<file path="src/rtl/sram_like_pkg.sv">
// Shared types, constants and helpers for the sram-like channel arbiter.
package sram_like_pkg;

    localparam int unsigned DATA_W = 32;

    localparam int unsigned ARB_FIXED = 0;
    localparam int unsigned ARB_RR    = 1;

    typedef enum logic [1:0] {
        SIZE_BYTE = 2'd0,
        SIZE_HALF = 2'd1,
        SIZE_WORD = 2'd2
    } size_e;

    typedef enum logic {
        LOCK_IDLE,
        LOCK_HELD
    } lock_state_e;

    // Ceiling log2; clog2(1) == 0.
    function automatic int unsigned clog2(input int unsigned v);
        int unsigned r;
        r = 0;
        for (int unsigned i = 0; i < 32; i++) begin
            if ((32'd1 << i) < v) r = i + 1;
        end
        return r;
    endfunction

endpackage

</file>
<file path="src/rtl/sram_like_id_fifo.sv">
// In-order FIFO of channel IDs for requests whose address phase has been accepted.
module sram_like_id_fifo
    import sram_like_pkg::*;
#(
    parameter int unsigned DEPTH = 4,
    parameter int unsigned W     = 1
) (
    input  logic                     clk,
    input  logic                     reset,
    input  logic                     push,
    input  logic                     pop,
    input  logic [W-1:0]             din,
    output logic [W-1:0]             dout,
    output logic                     full,
    output logic                     empty,
    output logic [clog2(DEPTH):0]    count
);

    localparam int unsigned PW = (clog2(DEPTH) > 0) ? clog2(DEPTH) : 1;
    localparam int unsigned CW = clog2(DEPTH) + 1;

    logic [W-1:0]  mem [DEPTH];
    logic [PW-1:0] wr_ptr;
    logic [PW-1:0] rd_ptr;
    logic          do_push;
    logic          do_pop;

    assign full    = (count == CW'(DEPTH));
    assign empty   = (count == '0);
    assign do_push = push && !full;
    assign do_pop  = pop && !empty;
    assign dout    = mem[rd_ptr];

    // Pointers and occupancy; DEPTH is a power of two so pointers wrap naturally.
    always_ff @(posedge clk or posedge reset) begin
        if (reset) begin
            wr_ptr <= '0;
            rd_ptr <= '0;
            count  <= '0;
        end else begin
            if (do_push) wr_ptr <= wr_ptr + PW'(1);
            if (do_pop)  rd_ptr <= rd_ptr + PW'(1);
            if (do_push && !do_pop)      count <= count + CW'(1);
            else if (do_pop && !do_push) count <= count - CW'(1);
        end
    end

    // Storage write; contents need no reset since occupancy gates reads.
    always_ff @(posedge clk) begin
        if (do_push) mem[wr_ptr] <= din;
    end

endmodule

</file>
<file path="src/rtl/sram_like_arbiter.sv">
// N-channel sram-like arbiter: merges masters onto one slave port and routes
// in-order responses back to the issuing channel via an ID FIFO.
module sram_like_arbiter
    import sram_like_pkg::*;
#(
    parameter int unsigned NUM_CH   = 2,
    parameter int unsigned MAX_OUT  = 4,
    parameter int unsigned ARB_MODE = 1
) (
    input  logic                     clk,
    input  logic                     reset,
    input  logic [NUM_CH-1:0]        m_req,
    input  logic [NUM_CH-1:0]        m_wr,
    input  logic [2*NUM_CH-1:0]      m_size,
    input  logic [4*NUM_CH-1:0]      m_wstrb,
    input  logic [32*NUM_CH-1:0]     m_addr,
    input  logic [32*NUM_CH-1:0]     m_wdata,
    output logic [NUM_CH-1:0]        m_addr_ok,
    output logic [NUM_CH-1:0]        m_data_ok,
    output logic [DATA_W-1:0]        m_rdata,
    output logic                     s_req,
    output logic                     s_wr,
    output logic [1:0]               s_size,
    output logic [3:0]               s_wstrb,
    output logic [31:0]              s_addr,
    output logic [31:0]              s_wdata,
    input  logic                     s_addr_ok,
    input  logic                     s_data_ok,
    input  logic [DATA_W-1:0]        s_rdata,
    output logic [clog2(MAX_OUT):0]  outstanding,
    output logic                     err_spurious
);

    localparam int unsigned ID_W = (NUM_CH > 1) ? clog2(NUM_CH) : 1;

    lock_state_e     state, state_n;
    logic [ID_W-1:0] lock_ch;
    logic [ID_W-1:0] rr_ptr;
    logic [ID_W-1:0] grant;
    logic [ID_W-1:0] cand;
    logic [ID_W-1:0] head;
    logic            any;
    logic            accept;
    logic            pop;
    logic            full;
    logic            empty;
    int unsigned     idx;

    // Grant selection: a held lock wins outright, otherwise fixed or round-robin search.
    always_comb begin
        grant = '0;
        any   = 1'b0;
        idx   = 0;
        cand  = '0;
        if (state == LOCK_HELD) begin
            grant = lock_ch;
            any   = 1'b1;
        end else begin
            for (int unsigned i = 0; i < NUM_CH; i++) begin
                idx = (ARB_MODE == ARB_RR) ? (int'(rr_ptr) + i) : i;
                if (idx >= NUM_CH) idx = idx - NUM_CH;
                cand = ID_W'(idx);
                if (!any && m_req[cand]) begin
                    any   = 1'b1;
                    grant = cand;
                end
            end
        end
    end

    assign s_req  = !reset && !full && any;
    assign accept = s_req && s_addr_ok;
    assign pop    = s_data_ok && !empty;

    // Slave-side request fields follow the granted channel combinationally.
    always_comb begin
        s_wr    = m_wr[grant];
        s_size  = m_size[int'(grant)*2 +: 2];
        s_wstrb = m_wstrb[int'(grant)*4 +: 4];
        s_addr  = m_addr[int'(grant)*32 +: 32];
        s_wdata = m_wdata[int'(grant)*32 +: 32];
    end

    assign m_addr_ok = accept ? (NUM_CH'(1) << grant) : '0;
    assign m_data_ok = (pop && !reset) ? (NUM_CH'(1) << head) : '0;
    assign m_rdata   = s_rdata;

    // Lock state register.
    always_ff @(posedge clk or posedge reset) begin
        if (reset) state <= LOCK_IDLE;
        else       state <= state_n;
    end

    // Lock next-state: an unaccepted request freezes the grant until the slave accepts it.
    always_comb begin
        state_n = state;
        case (state)
            LOCK_IDLE: if (s_req && !s_addr_ok) state_n = LOCK_HELD;
            LOCK_HELD: if (s_addr_ok)           state_n = LOCK_IDLE;
            default:                            state_n = LOCK_IDLE;
        endcase
    end

    // Locked channel capture and round-robin pointer advance past the accepted channel.
    always_ff @(posedge clk or posedge reset) begin
        if (reset) begin
            lock_ch <= '0;
            rr_ptr  <= '0;
        end else begin
            if (state == LOCK_IDLE && s_req && !s_addr_ok) lock_ch <= grant;
            if (ARB_MODE == ARB_RR && accept)
                rr_ptr <= (grant == ID_W'(NUM_CH - 1)) ? '0 : grant + ID_W'(1);
        end
    end

    // Sticky flag for a slave response with nothing outstanding.
    always_ff @(posedge clk or posedge reset) begin
        if (reset)                     err_spurious <= 1'b0;
        else if (s_data_ok && empty)   err_spurious <= 1'b1;
    end

    sram_like_id_fifo #(
        .DEPTH (MAX_OUT),
        .W     (ID_W)
    ) u_id_fifo (
        .clk   (clk),
        .reset (reset),
        .push  (accept),
        .pop   (pop),
        .din   (grant),
        .dout  (head),
        .full  (full),
        .empty (empty),
        .count (outstanding)
    );

endmodule

</file>
<file path="config.mk">
export PLATFORM = sky130hd
export DESIGN_NAME = sram_like_arbiter
export DESIGN_NICKNAME = d
export VERILOG_FILES = /design/src/rtl/sram_like_pkg.sv /design/src/rtl/sram_like_id_fifo.sv /design/src/rtl/sram_like_arbiter.sv
export SDC_FILE = /design/constraint.sdc
export NUM_CORES = 1
export LEC_CHECK = 0
export BUFFER_PORTS_ARGS = -buffer_cell sky130_fd_sc_hd__buf_2
export CAP_MARGIN = 20
export CORE_AREA = 3 3 111 113
export CTS_CLUSTER_DIAMETER = 40
export CTS_CLUSTER_SIZE = 12
export DETAILED_ROUTE_END_ITERATION = 8
export DIE_AREA = 0 0 114 116
export GPL_TIMING_DRIVEN = 0
export SETUP_SLACK_MARGIN = 0.3
export SLEW_MARGIN = 10
export SYNTH_ARGS = -nofsm -noshare
export SYNTH_HDL_FRONTEND = slang
export SYNTH_HIERARCHICAL = 1
export SYNTH_SLANG_ARGS = --single-unit
</file>
<file path="constraint.sdc">
create_clock -name clk -period 2.5 [get_ports clk]
set_clock_uncertainty 0.2 [all_clocks]
set_input_delay 0.375 -clock clk [delete_from_list [all_inputs] [get_ports clk]]
set_output_delay 0.375 -clock clk [all_outputs]
set_load 0.01 [all_outputs]
</file>
==> flow_summary.rst, run 1 <==
.. list-table::
   :header-rows: 1

   * - Metric
     - Value
   * - Number of distinct standard cells referenced by the synthesized netlist
     - 37
   * - Arrival time worst endpoint
     - 1.82 ns
   * - Placer's final routability congestion estimate
     - 0.750
   * - Post-CTS clock slew at the launch and capture registers of the worst setup and hold paths
     - 0.05 ns
   * - Post-placement cell count
     - 581
   * - Vertical die dimension
     - 116 µm
   * - First-pass GRT wire length
     - 12,500 µm
   * - Hold/Removal Path Class
     - in2reg
   * - Die Outline Area
     - 13,200 µm²
   * - Met3 demand-to-capacity share in global routing
     - 2.82%
   * - Drt first pass iters
     - 4
   * - DRC
     - 0
   * - Peak ir drop on the vdd network
     - 0.591 mV
   * - Period utilization
     - 95.7%
   * - Total wire length
     - 10,300 µm
   * - Unrepaired setup endpoints after global routing
     - yes
   * - Setup violators final
     - 0
   * - Clock Tree Root
     - sky130_fd_sc_hd__clkbuf_16
   * - DR WL/cell
     - 16.9 µm
   * - Total track usage
     - 12.2%
   * - Crit path kind
     - reg2out
   * - Vias per cell
     - 4.03
   * - Ant diodes
     - 0
   * - Maximum buffer depth of the clock tree
     - 2
   * - Final instance count without filler cells
     - 613
   * - GRT met1 Usage
     - 16.0%
   * - Vias after detailed routing
     - 2,471
   * - Remaining Overflow, GRT
     - 0
   * - Max Cap Viol
     - 0
   * - Total count of hold-check failures in the final report
     - 0
   * - Number of core rows
     - 39
   * - Met2 layer usage reported by global route
     - 20.9%
   * - Busiest metal layer after global routing
     - met2
   * - Least-Margin Pin Slew
     - 0.469 ns
   * - Reported leakage power
     - 2.50 nW
   * - Relative slew slack
     - 68.4%
   * - Vias in the first global route
     - 2,302
   * - Ratio of total power to cell area
     - 654 nW/µm²
   * - Initial standard-cell utilization of the core
     - 19.2%
   * - Final critical delay including setup and external delays
     - 2.39 ns
   * - Final net count
     - 657
   * - Number of input and output port buffers inserted
     - 259
   * - Synthesized net count
     - 365
   * - Area of the core
     - 11,400 µm²
   * - Die W
     - 114 µm
   * - Cell area after synthesis
     - 2190 µm²
   * - Critical path required time
     - 1.92 ns
   * - Critical Path End Type
     - output port
   * - Antenna violations before repair
     - 0
   * - Seq cells post-synth
     - 15
   * - Layout Area Growth over Synthesis
     - 108%
   * - Number of violations reported at the end of detailed-routing iteration 0
     - 79
   * - Number of nets with antenna violations after detailed routing
     - 0
   * - Yosys warning total
     - 6
   * - Result of the run
     - finished clean
   * - Share of the yosys chip area belonging to registers
     - 18.0%
   * - CTS sink count
     - 15
   * - Share of the core filled with cells
     - 40.0%
   * - TritonCTS clock tree
     - yes
   * - Ratio of cells with drive above 1 in the final layout
     - 91.5%
   * - Half-perimeter wire length after detailed placement
     - 8110 µm
   * - Fin. max-slew vios
     - 0
   * - Kind of launch point of the worst setup path
     - flip-flop
   * - Synthesized netlist cell count
     - 179
   * - Max Clock Freq
     - 418 MHz
   * - Skew-Pair Late Insertion Delay
     - 0.25 ns
   * - Maximum number of pins on one net before global-route repair
     - 14
   * - H-tree depth
     - 1
   * - Maximum fanout along the worst path
     - 9
   * - Cell type contributing the most total cell area after synthesis
     - sky130_fd_sc_hd__mux2_4
   * - Number of placed I/O pins
     - 292
   * - Yosys top cell area share
     - 32.2%
   * - Top post-synthesis cells by area
     - sky130_fd_sc_hd__mux2_4 (32%), sky130_fd_sc_hd__mux2_2 (13%), sky130_fd_sc_hd__dfrtp_1 (13%)
   * - Mean cell area of the mapped netlist
     - 12.3 µm²
   * - Inserted Clock Buffers
     - 3
==> power breakdown <==
group | total [W] | switching [W] | internal [W] | leakage, nW
combinational | 0.00221 | 0.000844 | 0.00137 | 2.31
clock | 0.000328 | 0.000112 | 0.000216 | 0.0371
sequential | 0.000445 | 0.0000937 | 0.000351 | 0.161
total | 0.00298 | 0.00105 | 0.00193 | 2.50
==> synth_stat cells, drive strengths merged <==
cell / instances
inv: 7
buf: 41
nand3: 1
nand3b: 1
nor2b: 3
o21ai: 1
nor2: 2
nor3b: 4
o21ba: 1
mux2: 73
fa: 1
mux4: 1
dfrtp: 11
xor2: 2
o221a: 1
nor4: 1
and3: 1
a21boi: 1
mux2i: 1
edfxtp: 4
and2: 5
nand2: 2
a21o: 1
nand2b: 2
xnor2: 4
or3: 1
nor3: 1
ha: 5
==> per-stage QoR <==
stage          area (µm²)  power, W  TNS (ns)  worst slack, ns  hold WS, ns
2_1_floorplan        2210   0.00152         0            0.125      -0.0538
3_3_place_gp         3690   0.00203   -0.0155          -0.0155        0.123
3_5_place_dp         3690   0.00206   -0.0347          -0.0309        0.122
4_1_cts              4120   0.00267         0            0.110        0.137
5_1_grt              4560   0.00317         0          0.00474        0.160
6_report             4560   0.00298         0            0.108        0.138
==> cell usage in the layout, fill, tap and decap left out, types with 3 or more instances in the layout <==
cell type	synthesis	layout
sky130_fd_sc_hd__buf_2	0	216
sky130_fd_sc_hd__mux2_4	47	73
sky130_fd_sc_hd__buf_6	1	49
sky130_fd_sc_hd__buf_4	34	46
sky130_fd_sc_hd__clkbuf_16	0	8
sky130_fd_sc_hd__dfrtp_1	11	8
sky130_fd_sc_hd__buf_12	4	7
sky130_fd_sc_hd__inv_1	7	4
sky130_fd_sc_hd__xnor2_1	4	4
sky130_fd_sc_hd__and2_2	4	4
sky130_fd_sc_hd__ha_1	5	4
sky130_fd_sc_hd__edfxtp_1	4	4
sky130_fd_sc_hd__inv_2	0	3
sky130_fd_sc_hd__dfrtp_2	0	3
==> area by class of cell <==
type,instances,area [µm²]
fill,1105,6850
timing repair buffer,287,1940
multi-input combinational,116,1540
buffer,41,402
sequential,15,399
tap,143,179
clock buffer,3,75.1
inverter,7,26.3
clock inverter,1,7.51
==> timing repair <==
item,4_1_cts,5_1_grt
gates resized for setup,43,59
pin swaps,7,5
setup endpoints to repair,74,77
hold buffers,1,0
cloned,2,5
hold endpoints to repair,11,0
buffers inserted,15,5
==> layer usage <==
metal / vias to the layer above / share of wire [%]
met2: 111 / 53
met1: 1178 / 39
li1: 1179 / -
met3: 3 / 8.2
met4: 0 / 0.43
met5: - / 0
==> sequential cells by signal (all words and copies together), names as in the netlist <==
| register | flops |
|---|---|
| u_id_fifo/wr_ptr | 2 |
| u_id_fifo/rd_ptr | 2 |
| u_id_fifo/mem | 4 |
| u_id_fifo/count | 3 |
| lock_ch | 1 |
| rr_ptr | 1 |
| state | 1 |
| err_spurious | 1 |
==> cells by family (layout without fill, tap and decap cells) <==
logic type	Yosys count	in the layout	share of synthesized area, %
mux	75	75	47.0
buf+inv	48	339	18.4
simple gates	24	24	8.10
flops	15	15	18.0
fa+ha+maj	6	6	3.76
xor+xnor	6	6	2.39
compound gates	5	5	2.39
==> worst paths after layout <==
kind                       slack, ns                              to                      startpoint  depth (start not counted)
hold reg to reg                 0.26        err_spurious$_DFFE_PP0P_        err_spurious$_DFFE_PP0P_                          1
setup / recovery                0.11                     s_wdata[21]                 state$_DFF_PP0_                          6
min in group asynchronous       0.43        err_spurious$_DFFE_PP0P_                           reset                          3
setup reg to reg                0.12  u_id_fifo/count[2]$_DFFE_PP0P_  u_id_fifo/count[2]$_DFFE_PP0P_                         12
hold / removal                  0.14        err_spurious$_DFFE_PP0P_                       s_data_ok                          2
max in group asynchronous       1.34  u_id_fifo/count[0]$_DFFE_PP0P_                           reset                          3
==> worst max-delay path, cell delays in order (launching register included) <==
cell                        delay, ns
sky130_fd_sc_hd__dfrtp_1         0.40
sky130_fd_sc_hd__nand2b_4        0.16
sky130_fd_sc_hd__o21ai_4         0.19
sky130_fd_sc_hd__buf_12          0.21
sky130_fd_sc_hd__clkbuf_16       0.17
sky130_fd_sc_hd__mux2_4          0.29
sky130_fd_sc_hd__buf_2           0.14
(Power assumes the default switching activity.)
==> run 2, diff against run 1 <==
--- a/config.mk
+++ b/config.mk
@@ -6,12 +6,11 @@
 export NUM_CORES = 1
 export LEC_CHECK = 0
 export BUFFER_PORTS_ARGS = -buffer_cell sky130_fd_sc_hd__buf_2
-export CAP_MARGIN = 20
-export CORE_AREA = 3 3 111 113
+export CORE_AREA = 3 3 113 115
 export CTS_CLUSTER_DIAMETER = 40
 export CTS_CLUSTER_SIZE = 12
 export DETAILED_ROUTE_END_ITERATION = 8
-export DIE_AREA = 0 0 114 116
+export DIE_AREA = 0 0 116 118
 export GPL_TIMING_DRIVEN = 0
 export SETUP_SLACK_MARGIN = 0.3
 export SLEW_MARGIN = 10
==> constraint.sdc (replaced) <==
create_clock -name clk -period 2.4 [get_ports clk]
set_clock_uncertainty 0.2 [all_clocks]
set_input_delay 0.36 -clock clk [delete_from_list [all_inputs] [get_ports clk]]
set_output_delay 0.36 -clock clk [all_outputs]
set_load 0.01 [all_outputs]
==> run 2 against run 1 <==
Against the previous run:
- critical path depth unchanged
- final cell count increased by 0.65%
- sequential share of layout area grew 0.084 points
- sequential power rose by 3%
- highest routed layer unchanged
==> flow_summary.rst, run 2 (same netlist as run 1, synthesis figures left out) <==
.. list-table::
   :header-rows: 1

   * - Metric
     - Value
   * - Fin. max-slew vios
     - 0 (unchanged)
   * - Finished layout cell area
     - 4510 µm² (-1.3%)
   * - Commonest non-fill, non-tap cells in the layout
     - sky130_fd_sc_hd__buf_2 (205), sky130_fd_sc_hd__buf_6 (59), sky130_fd_sc_hd__mux2_4 (58), sky130_fd_sc_hd__buf_4 (51), sky130_fd_sc_hd__mux2_2 (15)
   * - Initial standard-cell utilization of the core
     - 18.4% (-0.80 points)
   * - Area of the core
     - 11,900 µm² (+4.3%)
   * - Kind of launch point of the worst setup path
     - flip-flop
   * - Combinational power share
     - 73.7% (-0.4 points)
   * - Relative slew slack
     - 68.4% (about the same)
   * - Cell depth of the worst min-delay path
     - 2 (unchanged)
   * - TritonCTS clock tree
     - yes
   * - Number of violations reported at the end of detailed-routing iteration 0
     - 44 (-44%)
   * - Reported leakage power
     - 2.44 nW (-2.5%)
   * - Max Clock Freq
     - 421 MHz
   * - Number of nets with antenna violations after detailed routing
     - 0 (unchanged)
   * - End of the worst register-to-register path
     - u_id_fifo/count[1]$_DFFE_PP0P_
   * - Maximum fanout along the worst path
     - 5 (-4)
   * - Number of placed I/O pins
     - 292 (unchanged)
   * - Total wire length
     - 9560 µm (-7.5%)
   * - Clock share of power
     - 10.9% (about the same)
   * - Half-perimeter wire length after detailed placement
     - 7710 µm (-4.9%)
   * - Register containing the most flip-flops in the final layout
     - u_id_fifo/mem
   * - Inserted Clock Buffers
     - 3 (unchanged)
   * - Drt first pass iters
     - 4 (unchanged)
   * - Cell-internal power
     - 0.00195 W (+1.0%)
   * - Placer's final routability congestion estimate
     - 0.774 (+3.2%)
   * - CTS sink count
     - 15 (unchanged)
   * - Critical path required time
     - 1.84 ns (-0.08 ns)
   * - Remaining Overflow, GRT
     - 0 (unchanged)
   * - Unrepaired setup endpoints after global routing
     - yes
   * - Critical hold path startpoint
     - s_data_ok
   * - Hold/Removal Path Class
     - in2reg
   * - FF-to-FF setup slack
     - 0.07 ns (-0.05 ns)
   * - Number of core rows
     - 40 (+2.6%)
   * - Ant diodes
     - 0 (unchanged)
   * - Least-Margin Pin Slew
     - 0.470 ns (+0.000333 ns)
   * - Skew-Pair Late Insertion Delay
     - 0.24 ns (about the same)
   * - Critical Path, Cell by Cell
     - nand2b_4 -> o21ai_4 -> buf_4 -> clkbuf_16 -> mux2_2 -> buf_2
   * - Cell type group with the largest total delay on the critical path
     - buffers and inverters
   * - Reg2Reg Launch Point
     - u_id_fifo/count[1]$_DFFE_PP0P_
   * - Crit-path slowest cell
     - sky130_fd_sc_hd__dfrtp_1
   * - Switching power
     - 0.00103 W (-1.6%)
   * - Post-CTS clock slew at the launch and capture registers of the worst setup and hold paths
     - 0.05 ns (about the same)
   * - DRC
     - 0 (unchanged)
   * - Final total power
     - 0.00299 W (about the same)
   * - Crit path kind
     - reg2out
   * - Peak ir drop on the vdd network
     - 0.571 mV (-3.4%)
   * - Number of input and output port buffers inserted
     - 259 (unchanged)
   * - Layout filler cell count
     - 1,169 (+5.8%)
   * - Period utilization
     - 99.0%
   * - Flip-flop count of the largest register, all copies and words added
     - 4 (unchanged)
   * - Switch share
     - 34.6% (-0.60 points)
   * - Ratio of cells with drive above 1 in the final layout
     - 91.1% (-0.43 points)
   * - Sequential Power Share
     - 15.3% (+0.4 points)
   * - Total count of hold-check failures in the final report
     - 0 (unchanged)
   * - Final critical delay including setup and external delays
     - 2.38 ns
   * - Post-Place Cell Area
     - 3690 µm² (+0.14%)
   * - Total buffers and inverters traversed by the critical path
     - 3 (unchanged)
   * - Path depth of the worst reg2reg path
     - 10 (-2)
   * - First-pass GRT wire length
     - 12,300 µm (-1.2%)
   * - Total track usage
     - 11.2% (-1.0 points)
   * - Maximum buffer depth of the clock tree
     - 2 (unchanged)
   * - DR WL/cell
     - 15.5 µm (-8.1%)
   * - Critical Path End Type
     - output port
   * - Vias after detailed routing
     - 2,428 (-1.7%)
   * - Ratio of total power to cell area
     - 663 nW/µm² (+1.4%)
   * - Setup violators final
     - 0 (unchanged)
   * - Vias per cell
     - 3.94 (-2.4%)
   * - Die Outline Area
     - 13,700 µm² (+3.5%)
   * - Die W
     - 116 µm (+1.8%)
   * - Maximum number of pins on one net before global-route repair
     - 14 (unchanged)
   * - Vertical die dimension
     - 118 µm (+1.7%)
   * - Result of the run
     - finished clean
   * - Antenna violations before repair
     - 0 (unchanged)
   * - End point of the worst hold path
     - err_spurious$_DFFE_PP0P_
   * - Delay of the slowest cell on the worst path
     - 0.39 ns (about the same)
   * - Largest registers
     - u_id_fifo/mem x4, u_id_fifo/count x3
   * - Vias in the first global route
     - 2,393 (+4.0%)
   * - H-tree depth
     - 1 (unchanged)
   * - Layout Area Growth over Synthesis
     - 105%
   * - Max Cap Viol
     - 0 (unchanged)
   * - Final net count
     - 657 (unchanged)
   * - Clock Tree Root
     - sky130_fd_sc_hd__clkbuf_16
   * - Arrival time worst endpoint
     - 1.82 ns (about the same)
   * - Most frequent standard cell in the layout excluding fill and tap cells
     - sky130_fd_sc_hd__buf_2
run 2: metal layers:
layer | GRT usage [%] | part of all wire, %
met4 | 1.31 | 0.22
met2 | 22.3 | 57
met1 | 12.9 | 36
met5 | 0 | 0
met3 | 0.977 | 6.4
run 2: cell type report:
cell class | instances | area (µm²) | area share (%)
clock inverters | 1 | 7.51 | 0.167
repair buffers | 287 | 1940 | 42.9
inverters | 7 | 26.3 | 0.583
well taps | 147 | 184 | 4.08
multi-input cells | 116 | 1480 | 32.9
clock buffers | 3 | 75.1 | 1.67
flip-flops and latches | 15 | 398 | 8.83
plain buffers | 41 | 398 | 8.83
run 2: power groups by stage:
stage | clock (W) | combinational (W) | sequential, W
3_5_place_dp | 0 | 0.00165 | 0.000475
6_report | 0.000327 | 0.00220 | 0.000458
5_1_grt | 0.000346 | 0.00235 | 0.000473
3_3_place_gp | 0 | 0.00163 | 0.000470
2_1_floorplan | 0 | 0.00111 | 0.000468
4_1_cts | 0.000334 | 0.00181 | 0.000451
run 2: how the worst max path moves through the flow:
stage | start | endpoint | cells past startpoint
floorplan | u_id_fifo/count[0]$_DFFE_PP0P_ | u_id_fifo/count[1]$_DFFE_PP0P_ | 10
global placement | m_req[1] | u_id_fifo/count[1]$_DFFE_PP0P_ | 10
detailed placement | m_req[1] | u_id_fifo/count[1]$_DFFE_PP0P_ | 10
CTS | state$_DFF_PP0_ | s_addr[15] | 6
global route | u_id_fifo/count[2]$_DFFE_PP0P_ | u_id_fifo/count[2]$_DFFE_PP0P_ | 12
finish | state$_DFF_PP0_ | s_addr[25] | 6
run 2: worst register-to-register path: cells and delay by family, from the launching register on:
family | cells | cell delay, ns
buffers and inverters | 3 | 0.20
flip-flops | 1 | 0.44
adder cells (fa/ha/maj) | 2 | 0.57
multiplexers | 1 | 0.28
AND/OR/NAND/NOR | 4 | 0.51
run 2: repair_timing:
item,in CTS,in global routing
buffers inserted,13,9
pin swaps,5,8
endpoints found under the hold margin,11,0
hold buffers,1,0
resized for setup,8,81
endpoints found under the setup margin,77,77
gates cloned,1,4
run 2: per-stage QoR:
step                      TNS [ns]  setup slack (ns)  util, %  cells  hold slack [ns]
after floorplan                  0            0.0248        -    179          -0.0688
after global placement      -0.158            -0.110     31.0    585            0.118
after detailed placement    -0.234            -0.134     31.0    585            0.128
after CTS                        0            0.0379     32.9    604            0.132
after global routing         -1.42           -0.0673     37.8    617            0.135
final                            0            0.0248     37.8    617            0.136
==> run 3, diff against run 2 <==
--- a/config.mk
+++ b/config.mk
@@ -12,6 +12,7 @@
 export DETAILED_ROUTE_END_ITERATION = 8
 export DIE_AREA = 0 0 116 118
 export GPL_TIMING_DRIVEN = 0
+export PLACE_DENSITY = 0.58
 export SETUP_SLACK_MARGIN = 0.3
 export SLEW_MARGIN = 10
 export SYNTH_ARGS = -nofsm -noshare
==> constraint.sdc (replaced) <==
create_clock -name clk -period 2.62 [get_ports clk]
set_clock_uncertainty 0.2 [all_clocks]
set_input_delay 0.393 -clock clk [delete_from_list [all_inputs] [get_ports clk]]
set_output_delay 0.393 -clock clk [all_outputs]
set_load 0.01 [all_outputs]
==> run 3 against run 2 <==
Against the previous run:
- clock power is 10% lower
- sequential power decreased by 7.0%
- sequential share of layout area up 1.1 points
- non-clock buffer count is 13 lower
- hold slack improved by 0.046 ns
- via count is 1.2% lower
- final cell count down 2.1%
- routed wire length grew 0.59%
- clock-buffer cell count unchanged
- worst setup slack better by 0.19 ns
- register-to-register slack better by 0.20 ns
- largest cell class unchanged
==> flow_summary.rst, run 3 (same netlist as run 1, synthesis figures left out) <==
.. list-table::
   :header-rows: 1

   * - Metric
     - Value
   * - Number of core rows
     - 40 (unchanged)
   * - Antenna violations before repair
     - 1 (+1)
   * - Crit path kind
     - reg2out
   * - Relative slew slack
     - 66.4% (-2.0 points)
   * - Hold/Removal Path Class
     - in2reg
   * - Initial standard-cell utilization of the core
     - 18.4% (unchanged)
   * - Unrepaired setup endpoints after global routing
     - yes
   * - Ratio of total power to cell area
     - 618 nW/µm² (-6.7%)
   * - Vias after detailed routing
     - 2,398 (-1.2%)
   * - Area of the core
     - 11,900 µm² (unchanged)
   * - Max Cap Viol
     - 0 (unchanged)
   * - CTS sink count
     - 15 (unchanged)
   * - Met2 layer usage reported by global route
     - 22.8% (+0.54 points)
   * - Final net count
     - 644 (-2.0%)
   * - Layout Area Growth over Synthesis
     - 82.5%
   * - Fin. max-slew vios
     - 0 (unchanged)
   * - Commonest non-fill, non-tap cells in the layout
     - sky130_fd_sc_hd__buf_2 (255), sky130_fd_sc_hd__mux2_4 (52), sky130_fd_sc_hd__buf_4 (44), sky130_fd_sc_hd__mux2_2 (21), sky130_fd_sc_hd__dfrtp_1 (9)
   * - Final critical delay including setup and external delays
     - 2.41 ns
   * - DR WL/cell
     - 15.9 µm (+2.8%)
   * - Period utilization
     - 91.9%
   * - Maximum buffer depth of the clock tree
     - 2 (unchanged)
   * - Final total power
     - 0.00248 W (-17%)
   * - Critical Path End Type
     - output port
   * - Flip-flop count of the largest register, all copies and words added
     - 4 (unchanged)
   * - Met3 demand-to-capacity share in global routing
     - 1.65% (+0.67 points)
   * - Setup violators final
     - 0 (unchanged)
   * - Worst setup slack after placement
     - 0.0684 ns (+0.203 ns)
   * - Number of nets with antenna violations after detailed routing
     - 0 (unchanged)
   * - Arrival time worst endpoint
     - 1.81 ns (about the same)
   * - Half-perimeter wire length after detailed placement
     - 8200 µm (+6.4%)
   * - Setup_tns
     - 0 ns (unchanged)
   * - Number of input and output port buffers inserted
     - 259 (unchanged)
   * - Post-placement cell count
     - 585 (unchanged)
   * - Largest registers
     - u_id_fifo/mem x4, u_id_fifo/count x3
   * - Most frequent standard cell in the layout excluding fill and tap cells
     - sky130_fd_sc_hd__buf_2
   * - Vias in the first global route
     - 2,447 (+2.3%)
   * - First-pass GRT wire length
     - 13,100 µm (+6.0%)
   * - Die W
     - 116 µm (unchanged)
   * - Maximum fanout along the worst path
     - 10 (+5)
   * - Number of violations reported at the end of detailed-routing iteration 0
     - 43 (-2.3%)
   * - Critical path required time
     - 2.03 ns (+0.19 ns)
   * - Ratio of cells with drive above 1 in the final layout
     - 90.4% (-0.69 points)
   * - TritonCTS clock tree
     - yes
   * - Maximum number of pins on one net before global-route repair
     - 14 (unchanged)
   * - Peak ir drop on the vdd network
     - 0.604 mV (+5.9%)
   * - Remaining Overflow, GRT
     - 0 (unchanged)
   * - Vias per cell
     - 3.97 (+0.89%)
   * - Least-Margin Pin Slew
     - 0.499 ns (+0.0297 ns)
   * - Placer's final routability congestion estimate
     - 0.880 (+14%)
   * - GRT met1 Usage
     - 14.3% (+1.4 points)
   * - Post-CTS clock slew at the launch and capture registers of the worst setup and hold paths
     - 0.05 ns (about the same)
   * - DRC
     - 0 (unchanged)
   * - Number of placed I/O pins
     - 292 (unchanged)
   * - H-tree depth
     - 1 (unchanged)
   * - Die Outline Area
     - 13,700 µm² (unchanged)
   * - Final worst slack
     - 0.213 ns (+0.189 ns)
   * - Layout filler cell count
     - 1,235 (+5.6%)
   * - Total wire length
     - 9620 µm (+0.59%)
   * - Busiest metal layer after global routing
     - met2
   * - Total track usage
     - 12.0% (+0.82 points)
   * - Final instance count without filler cells
     - 604 (-2.1%)
   * - Skew-Pair Late Insertion Delay
     - 0.25 ns (about the same)
   * - Clock Tree Root
     - sky130_fd_sc_hd__clkbuf_16
   * - Reported leakage power
     - 2.23 nW (-8.6%)
   * - Register containing the most flip-flops in the final layout
     - u_id_fifo/mem
   * - Kind of launch point of the worst setup path
     - flip-flop
   * - Result of the run
     - finished clean
   * - Vertical die dimension
     - 118 µm (unchanged)
   * - Inserted Clock Buffers
     - 3 (unchanged)
   * - Ant diodes
     - 0 (unchanged)
   * - Drt first pass iters
     - 4 (unchanged)
   * - Total count of hold-check failures in the final report
     - 0 (unchanged)
   * - Max Clock Freq
     - 416 MHz
==> run 3: cell types whose count changed in the layout (fill, tap and decap cells not counted), sizes merged <==
| cell | before | now |
|---|---|---|
| clkinvlp | 1 | 0 |
| buf | 323 | 313 |
| clkbuf | 7 | 4 |
| clkinv | 0 | 1 |
==> run 3: layer usage <==
layer,part of all wire [%],vias to the layer above,wire (µm)
met2,54,108,5170
met5,0.11,-,11
met1,39,1129,3760
met4,0.53,2,51
met3,6.5,8,629
li1,-,1151,-
==> run 3: power breakdown <==
group | internal (W) | switching (W) | leakage (nW)
Sequential | 0.000334 | 0.0000926 | 0.162
Clock | 0.000203 | 0.0000906 | 0.0409
Combinational | 0.00102 | 0.000731 | 2.03
==> run 3: per-stage QoR <==
step / hold slack [ns] / area (µm²) / util, %
final: 0.182 / 4010 / 33.6
after global routing: 0.197 / 4010 / 33.6
after CTS: 0.183 / 3870 / 32.5
after detailed placement: 0.161 / 3690 / 31.0
after global placement: 0.148 / 3690 / 31.0
after floorplan: -0.0358 / 2210 / -
==> run 3: timing repair <==
item                                    CTS  global route
endpoints found under the setup margin   51            67
buffers inserted                          7             6
gates cloned                              0             1
resized for setup                         8            15
pin swaps                                 7             4
hold buffers                              1             0
endpoints found under the hold margin    11             0
==> run 3: final timing paths <==
| check | cells past startpoint | slack, ns | endpoint | from |
|---|---|---|---|---|
| max | 6 | 0.21 | s_wdata[28] | state$_DFF_PP0_ |
| min | 2 | 0.18 | err_spurious$_DFFE_PP0P_ | s_data_ok |
| max reg2reg | 12 | 0.27 | u_id_fifo/count[2]$_DFFE_PP0P_ | u_id_fifo/count[2]$_DFFE_PP0P_ |
| min reg2reg | 1 | 0.27 | err_spurious$_DFFE_PP0P_ | err_spurious$_DFFE_PP0P_ |
| max in group asynchronous | 3 | 1.46 | u_id_fifo/count[0]$_DFFE_PP0P_ | reset |
| min in group asynchronous | 3 | 0.50 | rr_ptr$_DFFE_PP0P_ | reset |
==> run 3: area by class of cell <==
| class | count | area [µm²] | share of cell area (%) |
|---|---|---|---|
| clock buffers | 3 | 75.1 | 1.87 |
| multi-input cells | 116 | 1460 | 36.4 |
| clock inverters | 1 | 5.00 | 0.125 |
| inverters | 7 | 28.8 | 0.719 |
| plain buffers | 41 | 382 | 9.53 |
| repair buffers | 274 | 1470 | 36.8 |
| well taps | 147 | 184 | 4.59 |
| flip-flops and latches | 15 | 398 | 9.93 |
==> run 3: critical path, stage by stage (launching register included) <==
cell and delay [ns]:
sky130_fd_sc_hd__dfrtp_1 0.41, sky130_fd_sc_hd__nand2b_4 0.16, sky130_fd_sc_hd__o21ai_4 0.18, sky130_fd_sc_hd__buf_4 0.15, sky130_fd_sc_hd__buf_4 0.17, sky130_fd_sc_hd__mux2_2 0.35, sky130_fd_sc_hd__buf_2 0.15
